File: config.mk
export PLATFORM = sky130hd
export DESIGN_NAME = commit_trace_buffer
export DESIGN_NICKNAME = d
export VERILOG_FILES = /design/src/rtl/commit_trace_pkg.sv /design/src/rtl/commit_trace_fifo.sv /design/src/rtl/commit_trace_buffer.sv
export SDC_FILE = /design/constraint.sdc
export NUM_CORES = 1
export LEC_CHECK = 0
export BUFFER_PORTS_ARGS = -buffer_cell sky130_fd_sc_hd__buf_2
export CORE_UTILIZATION = 35
export DETAILED_ROUTE_END_ITERATION = 16
export HOLD_SLACK_MARGIN = 0.03
export RECOVER_POWER = 25
export SYNTH_ARGS = -nofsm -noshare
export SYNTH_HDL_FRONTEND = slang
export SYNTH_SLANG_ARGS = --single-unit
File: constraint.sdc
create_clock -name CLK -period 4.5 [get_ports CLK]
set_input_delay 0.225 -clock CLK [delete_from_list [all_inputs] [get_ports CLK]]
set_output_delay 0.225 -clock CLK [all_outputs]
set_load 0.1 [all_outputs]
File: src/rtl/commit_trace_pkg.sv
// Shared definitions for the commit trace buffer: CPU state encoding, tracker states, record layout.
// COMMIT_TRACE_CYCLES_EN adds the 4-bit cycle-count field to each FIFO entry.
package commit_trace_pkg;

    localparam logic [2:0] S_IF  = 3'b000;
    localparam logic [2:0] S_ID  = 3'b001;
    localparam logic [2:0] S_EXE = 3'b010;
    localparam logic [2:0] S_MEM = 3'b011;
    localparam logic [2:0] S_WB  = 3'b100;

    typedef enum logic {
        T_IDLE   = 1'b0,
        T_ACTIVE = 1'b1
    } trk_state_t;

    typedef struct packed {
        logic [31:0] pc;
        logic [5:0]  op;
        logic [4:0]  wreg;
        logic [31:0] wdata;
        logic        wen;
        logic [3:0]  cycles;
    } commit_rec_t;

    localparam int REC_BASE_W = 32 + 6 + 5 + 32 + 1;
`ifdef COMMIT_TRACE_CYCLES_EN
    localparam int REC_W = REC_BASE_W + 4;
`else
    localparam int REC_W = REC_BASE_W;
`endif

    // FIFO entry layout, MSB first: pc, op, wreg, wdata, wen[, cycles]
    function automatic commit_rec_t rec_unpack(input logic [REC_W-1:0] v);
        commit_rec_t r;
        r       = '0;
        r.pc    = v[REC_W-1  -: 32];
        r.op    = v[REC_W-33 -: 6];
        r.wreg  = v[REC_W-39 -: 5];
        r.wdata = v[REC_W-44 -: 32];
        r.wen   = v[REC_W-76];
`ifdef COMMIT_TRACE_CYCLES_EN
        r.cycles = v[3:0];
`endif
        return r;
    endfunction

endpackage

File: src/rtl/commit_trace_fifo.sv
// Generic DEPTH-entry synchronous FIFO, head word visible on o_dout.
// A push while full is accepted only when a pop happens in the same cycle.
module commit_trace_fifo #(
    parameter int W     = 8,
    parameter int DEPTH = 8,
    localparam int AW   = $clog2(DEPTH)
) (
    input  logic          clk,
    input  logic          rst_n,
    input  logic          i_push,
    input  logic          i_pop,
    input  logic [W-1:0]  i_din,
    output logic [W-1:0]  o_dout,
    output logic          o_full,
    output logic          o_empty,
    output logic [AW:0]   o_count
);

    logic [W-1:0]  r_mem [DEPTH];
    logic [AW-1:0] r_wptr;
    logic [AW-1:0] r_rptr;
    logic [AW:0]   r_count;
    logic          w_do_pop;
    logic          w_do_push;

    assign o_full    = (r_count == (AW+1)'(DEPTH));
    assign o_empty   = (r_count == '0);
    assign o_count   = r_count;
    assign o_dout    = r_mem[r_rptr];
    assign w_do_pop  = i_pop && !o_empty;
    assign w_do_push = i_push && (!o_full || w_do_pop);

    always_ff @(posedge clk or negedge rst_n) begin
        if (!rst_n) begin
            for (int i = 0; i < DEPTH; i++) begin
                r_mem[i] <= '0;
            end
        end else if (w_do_push) begin
            r_mem[r_wptr] <= i_din;
        end
    end

    // Pointers are exactly AW bits, so they wrap modulo DEPTH on their own
    always_ff @(posedge clk or negedge rst_n) begin
        if (!rst_n) begin
            r_wptr  <= '0;
            r_rptr  <= '0;
            r_count <= '0;
        end else begin
            if (w_do_push) r_wptr <= r_wptr + 1'b1;
            if (w_do_pop)  r_rptr <= r_rptr + 1'b1;
            case ({w_do_push, w_do_pop})
                2'b10:   r_count <= r_count + 1'b1;
                2'b01:   r_count <= r_count - 1'b1;
                default: r_count <= r_count;
            endcase
        end
    end

endmodule

File: src/rtl/commit_trace_buffer.sv
// Builds one commit record per retired MultiCycleCPU instruction and queues it for a trace sink.
// Define COMMIT_TRACE_CYCLES_EN to record the per-instruction cycle count in trace_cycles.
module commit_trace_buffer
    import commit_trace_pkg::*;
#(
    parameter int DEPTH = 8,
    parameter int CNT_W = 8
) (
    input  logic             CLK,
    input  logic             RST,
    input  logic [2:0]       state,
    input  logic [31:0]      curPC,
    input  logic [5:0]       Op,
    input  logic             RegWre,
    input  logic [4:0]       WriteReg,
    input  logic [31:0]      WriteData,
    output logic             trace_valid,
    input  logic             trace_ready,
    output logic [31:0]      trace_pc,
    output logic [5:0]       trace_op,
    output logic [4:0]       trace_wreg,
    output logic [31:0]      trace_wdata,
    output logic             trace_wen,
    output logic [3:0]       trace_cycles,
    output logic             overflow,
    output logic [CNT_W-1:0] drop_count,
    output logic [31:0]      retired_count
);

    localparam int AW = $clog2(DEPTH);

    trk_state_t        r_trk, w_trk_next;
    logic [2:0]        r_prev_state;
    logic [31:0]       r_pc, w_pc_next;
    logic [5:0]        r_op, w_op_next;
    logic [4:0]        r_wreg, w_wreg_next;
    logic [31:0]       r_wdata, w_wdata_next;
    logic              r_wen, w_wen_next;
    logic              r_overflow;
    logic [CNT_W-1:0]  r_drop;
    logic [31:0]       r_retired;

    logic              w_retire, w_commit, w_pop, w_push, w_drop;
    logic              w_full, w_empty;
    logic [AW:0]       w_count;
    logic [REC_W-1:0]  w_din, w_dout;
    commit_rec_t       w_head;

    assign w_retire = (r_prev_state != S_IF) && (state == S_IF);
    assign w_commit = w_retire && (r_trk == T_ACTIVE);
    assign w_pop    = !w_empty && trace_ready;
    assign w_push   = w_commit && (!w_full || w_pop);
    assign w_drop   = w_commit && w_full && !w_pop;

    always_comb begin
        w_trk_next   = r_trk;
        w_pc_next    = r_pc;
        w_op_next    = r_op;
        w_wreg_next  = r_wreg;
        w_wdata_next = r_wdata;
        w_wen_next   = r_wen;
        case (r_trk)
            T_IDLE: begin
                if (state != S_IF) begin
                    w_trk_next   = T_ACTIVE;
                    w_pc_next    = curPC;
                    w_op_next    = Op;
                    w_wreg_next  = RegWre ? WriteReg  : 5'd0;
                    w_wdata_next = RegWre ? WriteData : 32'd0;
                    w_wen_next   = RegWre;
                end
            end
            T_ACTIVE: begin
                if (w_retire) begin
                    w_trk_next = T_IDLE;
                end else if (RegWre) begin
                    w_wreg_next  = WriteReg;
                    w_wdata_next = WriteData;
                    w_wen_next   = 1'b1;
                end
            end
            default: w_trk_next = T_IDLE;
        endcase
    end

    always_ff @(posedge CLK or negedge RST) begin
        if (!RST) begin
            r_trk        <= T_IDLE;
            r_prev_state <= S_IF;
            r_pc         <= '0;
            r_op         <= '0;
            r_wreg       <= '0;
            r_wdata      <= '0;
            r_wen        <= 1'b0;
            r_overflow   <= 1'b0;
            r_drop       <= '0;
            r_retired    <= '0;
        end else begin
            r_trk        <= w_trk_next;
            r_prev_state <= state;
            r_pc         <= w_pc_next;
            r_op         <= w_op_next;
            r_wreg       <= w_wreg_next;
            r_wdata      <= w_wdata_next;
            r_wen        <= w_wen_next;
            if (w_commit) r_retired <= r_retired + 32'd1;
            if (w_drop) begin
                r_overflow <= 1'b1;
                if (r_drop != {CNT_W{1'b1}}) r_drop <= r_drop + 1'b1;
            end
        end
    end

`ifdef COMMIT_TRACE_CYCLES_EN
    logic [3:0] r_cycles, w_cycles_next;

    // The leave-IF cycle counts as 1; the retiring IF cycle is not counted
    always_comb begin
        w_cycles_next = r_cycles;
        if (r_trk == T_IDLE) begin
            if (state != S_IF) w_cycles_next = 4'd1;
        end else if (!w_retire && r_cycles != 4'hF) begin
            w_cycles_next = r_cycles + 4'd1;
        end
    end

    always_ff @(posedge CLK or negedge RST) begin
        if (!RST) r_cycles <= '0;
        else      r_cycles <= w_cycles_next;
    end

    assign w_din = {r_pc, r_op, r_wreg, r_wdata, r_wen, r_cycles};
`else
    assign w_din = {r_pc, r_op, r_wreg, r_wdata, r_wen};
`endif

    commit_trace_fifo #(
        .W     (REC_W),
        .DEPTH (DEPTH)
    ) u_fifo (
        .clk     (CLK),
        .rst_n   (RST),
        .i_push  (w_push),
        .i_pop   (w_pop),
        .i_din   (w_din),
        .o_dout  (w_dout),
        .o_full  (w_full),
        .o_empty (w_empty),
        .o_count (w_count)
    );

    assign w_head        = rec_unpack(w_dout);
    assign trace_valid   = !w_empty;
    assign trace_pc      = w_head.pc;
    assign trace_op      = w_head.op;
    assign trace_wreg    = w_head.wreg;
    assign trace_wdata   = w_head.wdata;
    assign trace_wen     = w_head.wen;
    assign trace_cycles  = w_head.cycles;
    assign overflow      = r_overflow;
    assign drop_count    = r_drop;
    assign retired_count = r_retired;

endmodule

==> results.sh, run 1 <==
export IMPL_die_width_um=308
export IMPL_buffers_and_inverters_on_the_worst_path=1
export IMPL_cts_root_buf="clkbuf_16"
export IMPL_layoutNonFillerInstCount=3715
export IMPL_layout_filler_cells=8410
export IMPL_clk_path_buf_depth=3
export IMPL_die_area_um2=94800
export IMPL_cts_made_buffers=85
export IMPL_cpPeakStageDelay_ns=1.00
export IMPL_power_leakage_uw=0.0186
export IMPL_path_cells="nor4b_1 > o211ai_2 > and4bb_4 > buf_4 > mux2_2"
export IMPL_multi_input_area_um2=13400
export IMPL_cts_tree="yes"
export IMPL_io_pins=204
export IMPL_min_delay_start="Op[2]"
export IMPL_postSynthRegisterBits=739
export IMPL_finalWirelength_um=77800
export IMPL_finalInstanceArea_um2=38800
export IMPL_post_dp_cell_area_um2=35200
export IMPL_synth_cells_most_frequent="739 x dfrtp_1, 619 x mux2_2, 152 x mux4_2, 129 x nand2_1, 61 x clkbuf_1"
export IMPL_total_power_consumption_uw=28500
export IMPL_setup_viol_count_final=0
export IMPL_grtUsageTotal_pct=16.8
export IMPL_cp_arrival_ns=4.29
export IMPL_rsz0062_at_grt="false"
export IMPL_rows=111
export IMPL_drt_wirelength_per_cell_um=20.9
export IMPL_postSynth_topFlopCell="dfrtp_1"
export IMPL_grt_first_pass_wirelength_um=123000
export IMPL_violated_checks="max-capacitance violations, max-slew violations"
export IMPL_final_period_utilization_pct=84.3
export IMPL_drt_antenna_violating_nets=0
export IMPL_ff_latch_area_um2=18500
export IMPL_crit_reg2reg_launch="r_trk"
export IMPL_floorplan_core_area_um2=92200
export IMPL_critical_path_slowest_cell="and4bb_4"
export IMPL_postSynthCellCount=2133
export IMPL_areaGrowthSynthToFinish_pct=18.5
export IMPL_gpl_final_weighted_congestion=0.764
export IMPL_max_vdd_ir_drop_v=0.000841
export IMPL_finalSetupTns_ns=0
export IMPL_avgViaCountPerCell=5.06
export IMPL_skew_ns=0.0194
export IMPL_vias_in_the_first_global_route=20600
export IMPL_drcViolationCount=0
export IMPL_effective_utilization_at_floorplan_pct=35.5
export IMPL_grt_ovfl_total=0
export IMPL_critPathTopFamily="simple AND/OR/NAND/NOR gates"
export IMPL_worstSetupPathType="reg -> reg"
export IMPL_dpl_hpwl_um=46000
export IMPL_num_vias=18800
export IMPL_setup_worst_path_end_class="register"
export IMPL_grt_max_degree=108
export IMPL_post_cts_resized_instances=0
export IMPL_hold_class="in -> reg"
export IMPL_p_per_area_nw_per_um2=735
export IMPL_status="finished, violations left"
export IMPL_clkTransAtPathRegs_ns=0.06
export IMPL_netlist_cell_type_count=45
export IMPL_slew_headroom_pct=-100
export IMPL_io_buffers=199
export IMPL_timing_final_crit_period_ns=3.79
export IMPL_timing_hold_violations_final=0
export IMPL_maximum_fanout_along_the_worst_path=29
export IMPL_ys_seq_area_share_pct=56.5
export IMPL_report_final_slew_viol_count=99
export IMPL_dr_pass1_iters=4
export IMPL_synth_top_area_cell="dfrtp_1"
export IMPL_final_nets=2491
export IMPL_fmaxAchievable_mhz=264
export IMPL_cts_sink_count=739
export IMPL_area_share_of_the_leading_cell_type_in_the_synthesized_netlist_pct=56.5
export IMPL_cell_types_occupying_the_most_area_after_synthesis="dfrtp_1 56%, mux2_2 21%, mux4_2 10%"
export IMPL_synth_edff_count=0
export IMPL_ys_warnings_count=0
export IMPL_setup_worst_path_start_class="register"
export IMPL_drive_gt1_share_pct=48.2
export IMPL_yosys_cell_count_top_type="dfrtp_1"
export IMPL_setup_worst_path_start="r_trk"
export IMPL_grt_antenna_before_repair=4
export IMPL_syn_area_per_cell_um2=15.4
export IMPL_chipHeight_um=308
export IMPL_drt_iter0_markers=1011
export IMPL_synthesis_area_um2=32700
export IMPL_worst_slew_pin_transition_ns=3.00
export IMPL_timing_critical_path_required_ns=5.00
export IMPL_worst_skew_pair_late_latency_ns=0.63
export IMPL_htreeDepth=3
export IMPL_placed_cells=3478
export IMPL_cap_viol_max_count=1
export IMPL_synthArstFlopShare_pct=100
## cells in the final DEF (no fill, tap or decap), types with 4 or more instances in the layout
master	instances
clkbuf_8	14
mux2_2	619
nand4_1	12
buf_2	195
nand2b_1	4
or3_1	5
mux2_4	40
buf_12	20
nand3_1	55
clkbuf_16	89
nor4_1	9
mux2_1	30
dlygate4sd3_1	80
clkbuf_1	36
buf_4	23
ha_1	7
inv_1	45
clkinv_2	10
dfrtp_1	736
nor3_1	13
mux4_2	152
xnor2_1	20
nand2_1	129
conb_1	4
and3_1	4
nor2_1	13
o21ai_0	37
xor2_1	27
bufinv_16	5
## what timing repair did
item,CTS,global route
buffers inserted,0,0
hold buffers,80,0
hold endpoints to repair,174,0
## sequential cells by signal, summed over array words and instances, names as in the netlist
signal,flops
r_prev_state,3
u_fifo.r_mem,608
u_fifo.r_wptr,3
u_fifo.o_count,4
r_pc,32
r_wen,1
r_wreg,5
r_wdata,32
drop_count,8
retired_count,32
r_trk,1
r_op,6
u_fifo.r_rptr,3
overflow,1
## worst paths after layout
| kind | slack (ns) | to | cells past startpoint |
|---|---|---|---|
| worst max-delay path | 0.71 | u_fifo.r_mem[200] | 5 |
| worst min-delay path | 0.32 | r_op[2] | 4 |
| worst max register to register | 0.71 | u_fifo.r_mem[200] | 5 |
| worst min register to register | 0.46 | overflow | 1 |
| max in group asynchronous | 1.12 | u_fifo.r_mem[301] | 3 |
| min in group asynchronous | 1.10 | u_fifo.r_mem[53] | 2 |
## metal layers
layer,GRT usage [%],share of wire (%),vias up
met4,4.84,2.3,0
met1,22.5,45,10100
met3,2.66,3.3,102
met2,28.1,49,335
li1,-,-,8287
met5,0,0,-
## layout make-up
class,instances,share of cell area (%)
repair buffers,323,6.11
inverters,45,0.435
clock buffers,135,6.55
flip-flops and latches,739,47.7
well taps,1243,4.01
diodes,1,0.00645
multi-input cells,1208,34.5
clock inverters,21,0.687
## per-stage QoR
stage / utilization [%] / hold slack (ns) / setup slack [ns]
global placement: 38.2 / 0.340 / 1.36
detailed placement: 38.2 / 0.362 / 1.31
floorplan: - / -0.0706 / 1.45
finish: 42.1 / 0.324 / 0.706
global route: 42.1 / 0.316 / 0.485
CTS: 42.1 / 0.276 / 0.918
## cells by family after synthesis
group / after synthesis / synth area share [%]
muxes: 841 / 34.6
other: 1 / 0.0115
adders and majority gates: 7 / 0.267
xor gates and xnor gates: 47 / 1.26
and+or+nand+nor: 267 / 3.93
AOI/OAI and AO/OA: 42 / 0.692
DFF: 739 / 56.5
buffers and inverters: 189 / 2.76
## worst register-to-register path: cells and delay by family, from the launching register on
kind | cells | cell delay [ns]
multiplexers | 1 | 0.38
AO/OA/AOI/OAI | 1 | 0.60
flip-flops | 1 | 0.44
buffers and inverters | 1 | 0.40
AND/OR/NAND/NOR | 2 | 1.84
## report_power, final
group / total (uW) / internal [uW] / switching [uW]
logic: 11100 / 4360 / 6720
registers: 10500 / 8900 / 1640
clock network: 6900 / 4160 / 2740
total: 28500 / 17400 / 11100
(Power assumes the default switching activity.)
==> inputs of run 2 (changes only) <==
--- a/config.mk
+++ b/config.mk
@@ -5,6 +5,7 @@
 export SDC_FILE = /design/constraint.sdc
 export NUM_CORES = 1
 export LEC_CHECK = 0
+export ABC_AREA = 1
 export BUFFER_PORTS_ARGS = -buffer_cell sky130_fd_sc_hd__buf_2
 export CORE_UTILIZATION = 35
 export DETAILED_ROUTE_END_ITERATION = 16
==> constraint.sdc (replaced) <==
create_clock -name CLK -period 3.6 [get_ports CLK]
set_input_delay 0.18 -clock CLK [delete_from_list [all_inputs] [get_ports CLK]]
set_output_delay 0.18 -clock CLK [all_outputs]
set_load 0.1 [all_outputs]
==> run 2 against run 1 <==
Net effect: the run still ends with max-capacitance violations, max-slew violations left; synthesized cell count increased by 75%; clock-buffer cell count decreased by 4; non-clock buffer count increased by 33; first-iteration DRC count increased by 120%; critical endpoint is now trace_pc[18]; largest power group unchanged.
==> results.sh, run 2 <==
export IMPL_critPathTopFamily="flip-flops"
export IMPL_area_share_of_the_leading_cell_type_in_the_synthesized_netlist_pct=55.9
export IMPL_drive_gt1_share_pct=11.2
export IMPL_path_cells="buf_4 > o21ai_0 > o22ai_1 > nand2_1 > nand2_1 > buf_2"
export IMPL_hold_class="in -> reg"
export IMPL_violated_checks="max-capacitance violations, max-slew violations"
export IMPL_placed_cells=4995
export IMPL_worst_slew_pin_transition_ns=2.90
export IMPL_cpPeakStageDelay_ns=1.00
export IMPL_total_power_consumption_uw=38400
export IMPL_dpl_hpwl_um=54400
export IMPL_syn_area_per_cell_um2=8.88
export IMPL_min_delay_start="trace_ready"
export IMPL_multi_input_area_um2=12800
export IMPL_largest_register_ff_count=608
export IMPL_die_area_um2=95800
export IMPL_fmaxAchievable_mhz=298
export IMPL_cts_made_buffers=87
export IMPL_cts_sink_count=739
export IMPL_finalWirelength_um=95400
export IMPL_max_vdd_ir_drop_v=0.000634
export IMPL_skew_ns=0.0198
export IMPL_vias_in_the_first_global_route=25800
export IMPL_netlist_cell_type_count=36
export IMPL_synthArstFlopShare_pct=100
export IMPL_layout_commonest_cell="nand2_1"
export IMPL_complex_gate_fraction_of_the_synthesized_area_pct=14.7
export IMPL_slew_headroom_pct=-93.0
export IMPL_drt_iter0_markers=2218
export IMPL_layout_filler_cells=9274
export IMPL_rsz0062_at_grt="false"
export IMPL_cp_arrival_ns=3.17
export IMPL_num_vias=26500
export IMPL_grt_first_pass_wirelength_um=151000
export IMPL_avgViaCountPerCell=5.05
export IMPL_drt_antenna_violating_nets=0
export IMPL_grt_antenna_before_repair=1
export IMPL_critical_path_slowest_cell="dfrtp_4"
export IMPL_post_cts_resized_instances=0
export IMPL_yosys_cell_count_top_type="nand2_1"
export IMPL_p_per_area_nw_per_um2=987
export IMPL_ys_seq_area_share_pct=55.9
export IMPL_worst_hold_path_endpoint="drop_count[7]"
export IMPL_power_leakage_uw=0.0186
export IMPL_synthesis_area_um2=33100
export IMPL_postSynth_topFlopCell="dfrtp_1"
export IMPL_die_width_um=309
export IMPL_rows=112
export IMPL_worstSetupPathType="reg -> out"
export IMPL_timing_rr_end="u_fifo.r_mem[410]"
export IMPL_chipHeight_um=309
export IMPL_report_final_slew_viol_count=95
export IMPL_top_register="u_fifo.r_mem"
export IMPL_cts_tree="yes"
export IMPL_effective_utilization_at_floorplan_pct=35.4
export IMPL_timing_hold_violations_final=0
export IMPL_ff_latch_area_um2=18500
export IMPL_grtUsageTotal_pct=20.1
export IMPL_synth_top_family_by_area="simple AND/OR/NAND/NOR gates"
export IMPL_setup_worst_path_start_class="register"
export IMPL_rr_worst_depth=10
export IMPL_finalSetupTns_ns=0
export IMPL_synth_fa_ha_area_share_pct=0.265
export IMPL_timing_critical_path_required_ns=3.42
export IMPL_grtUsageMet3_pct=2.90
export IMPL_floorplan_core_area_um2=93500
export IMPL_ys_warnings_count=0
export IMPL_drt_wirelength_per_cell_um=18.2
export IMPL_grt_max_degree=104
export IMPL_cts_root_buf="clkbuf_16"
export IMPL_status="finished, violations left"
export IMPL_cap_viol_max_count=1
export IMPL_clkTransAtPathRegs_ns=0.06
export IMPL_synth_area_mux_share_pct=4.60
export IMPL_r2r_setup_slack_ns=1.08
export IMPL_timing_critical_path_mode_cell="nand2_1"
export IMPL_postSynthCellCount=3725
export IMPL_setup_viol_count_final=0
export IMPL_timing_final_crit_period_ns=3.35
export IMPL_buffers_and_inverters_on_the_worst_path=2
export IMPL_postSynthRegisterBits=739
export IMPL_layoutNonFillerInstCount=5235
export IMPL_mostFrequentLayoutCells="1095 x nand2_1, 736 x dfrtp_1, 535 x o21ai_0"
export IMPL_areaGrowthSynthToFinish_pct=17.6
export IMPL_setup_worst_path_end_class="primary output"
export IMPL_gr_usage_met1_pct=27.8
export IMPL_synth_top_area_cell="dfrtp_1"
export IMPL_drcViolationCount=0
export IMPL_io_pins=204
export IMPL_worst_skew_pair_late_latency_ns=0.66
export IMPL_crit_reg2reg_launch="r_prev_state[1]"
export IMPL_post_cts_setup_buffers=0
export IMPL_cell_types_occupying_the_most_area_after_synthesis="dfrtp_1 56%, nand2_1 12%, o21ai_0 8.1%"
export IMPL_gr_max_usage_layer="met2"
export IMPL_grt_ovfl_total=0
export IMPL_whs_path_depth=6
export IMPL_htreeDepth=3
export IMPL_io_buffers=199
export IMPL_post_synthesis_simple_gate_area_fraction_pct=18.0
export IMPL_synth_cells_most_frequent="1096 x nand2_1, 739 x dfrtp_1, 535 x o21ai_0, 227 x nor2_1, 211 x o21ai_1"
export IMPL_post_synth_xor_area_fraction_pct=0.821
export IMPL_antenna_cells_inserted=0
export IMPL_grt_use_met2_pct=32.8
export IMPL_dr_pass1_iters=6
export IMPL_gpl_final_weighted_congestion=0.827
export IMPL_maximum_fanout_along_the_worst_path=73
export IMPL_synth_edff_count=0
export IMPL_post_cts_hold_buffer_count=80
export IMPL_final_period_utilization_pct=93.1
export IMPL_final_nets=3999
export IMPL_clk_path_buf_depth=3
run 2: changes by cell type in the layout (fill, tap and decap cells not counted), moves of 40 or more:
cell,change
nand2_1,+966
mux2_2,-619
o21ai_0,+498
nor2_1,+213
o21ai_1,+210
mux2i_1,+152
mux4_2,-152
o22ai_1,+152
nand3_1,+87
inv_1,+66
mux2_4,-40
run 2: per-stage QoR:
stage	area (um^2)	hold WS [ns]	utilization (%)	worst slack (ns)
floorplan	33100	-0.116	-	0.773
detailed placement	35300	0.310	37.7	0.988
CTS	39000	0.0347	41.7	0.271
global route	38900	0.0943	41.6	0.0528
finish	38900	0.0739	41.6	0.249
global placement	35300	0.305	37.7	0.994
run 2: metal layers:
layer  up-vias  wire [um]  part of all wire [%]
li1      12800          -                     -
met1     12900      44400                    47
met2       593      44800                    47
met3       146       4180                   4.4
met4         2       2030                   2.1
met5         -         13                 0.014
run 2: worst max-delay path by stage:
| stage | from | to | depth (start not counted) | slack (ns) |
|---|---|---|---|---|
| 3_5_place_dp | u_fifo.r_rptr[1] | trace_pc[18] | 6 | 0.99 |
| 4_1_cts | u_fifo.r_rptr[1] | trace_pc[18] | 6 | 0.27 |
| 5_1_grt | u_fifo.r_rptr[1] | trace_pc[18] | 6 | 0.05 |
| 6_report | u_fifo.r_rptr[1] | trace_pc[18] | 6 | 0.25 |
| 3_3_place_gp | u_fifo.r_rptr[1] | trace_pc[18] | 6 | 0.99 |
| 2_1_floorplan | u_fifo.o_count[1] | u_fifo.o_count[2] | 12 | 0.77 |
run 2: logic make-up after synthesis:
logic type	count (synthesis)
AOI/OAI and AO/OA	919
xor gates and xnor gates	31
buffers and inverters	379
and+or+nand+nor	1497
other	1
adders and majority gates	7
muxes	152
DFF	739
run 2: worst register-to-register path, cell delays in order, from the launching register on:
cell and delay, ns:
dfrtp_1 0.34, inv_2 0.04, nand2_2 0.12, nand2_1 0.11
nor2_4 0.12, nand2_4 0.10, inv_4 0.44, nand2_8 0.54
buf_4 0.42, nand2_1 0.07, o21ai_0 0.08
run 2: layout make-up:
class | instances | area share (%)
clock inverters | 29 | 0.820
multi-input cells | 2610 | 32.8
repair buffers | 356 | 7.02
inverters | 116 | 1.14
clock buffers | 131 | 6.60
flip-flops and latches | 739 | 47.6
well taps | 1254 | 4.03
run 2: power by group:
part           switching [uW]  internal [uW]
clock network            3550           5350
logic                   12100           4210
registers                1860          11400
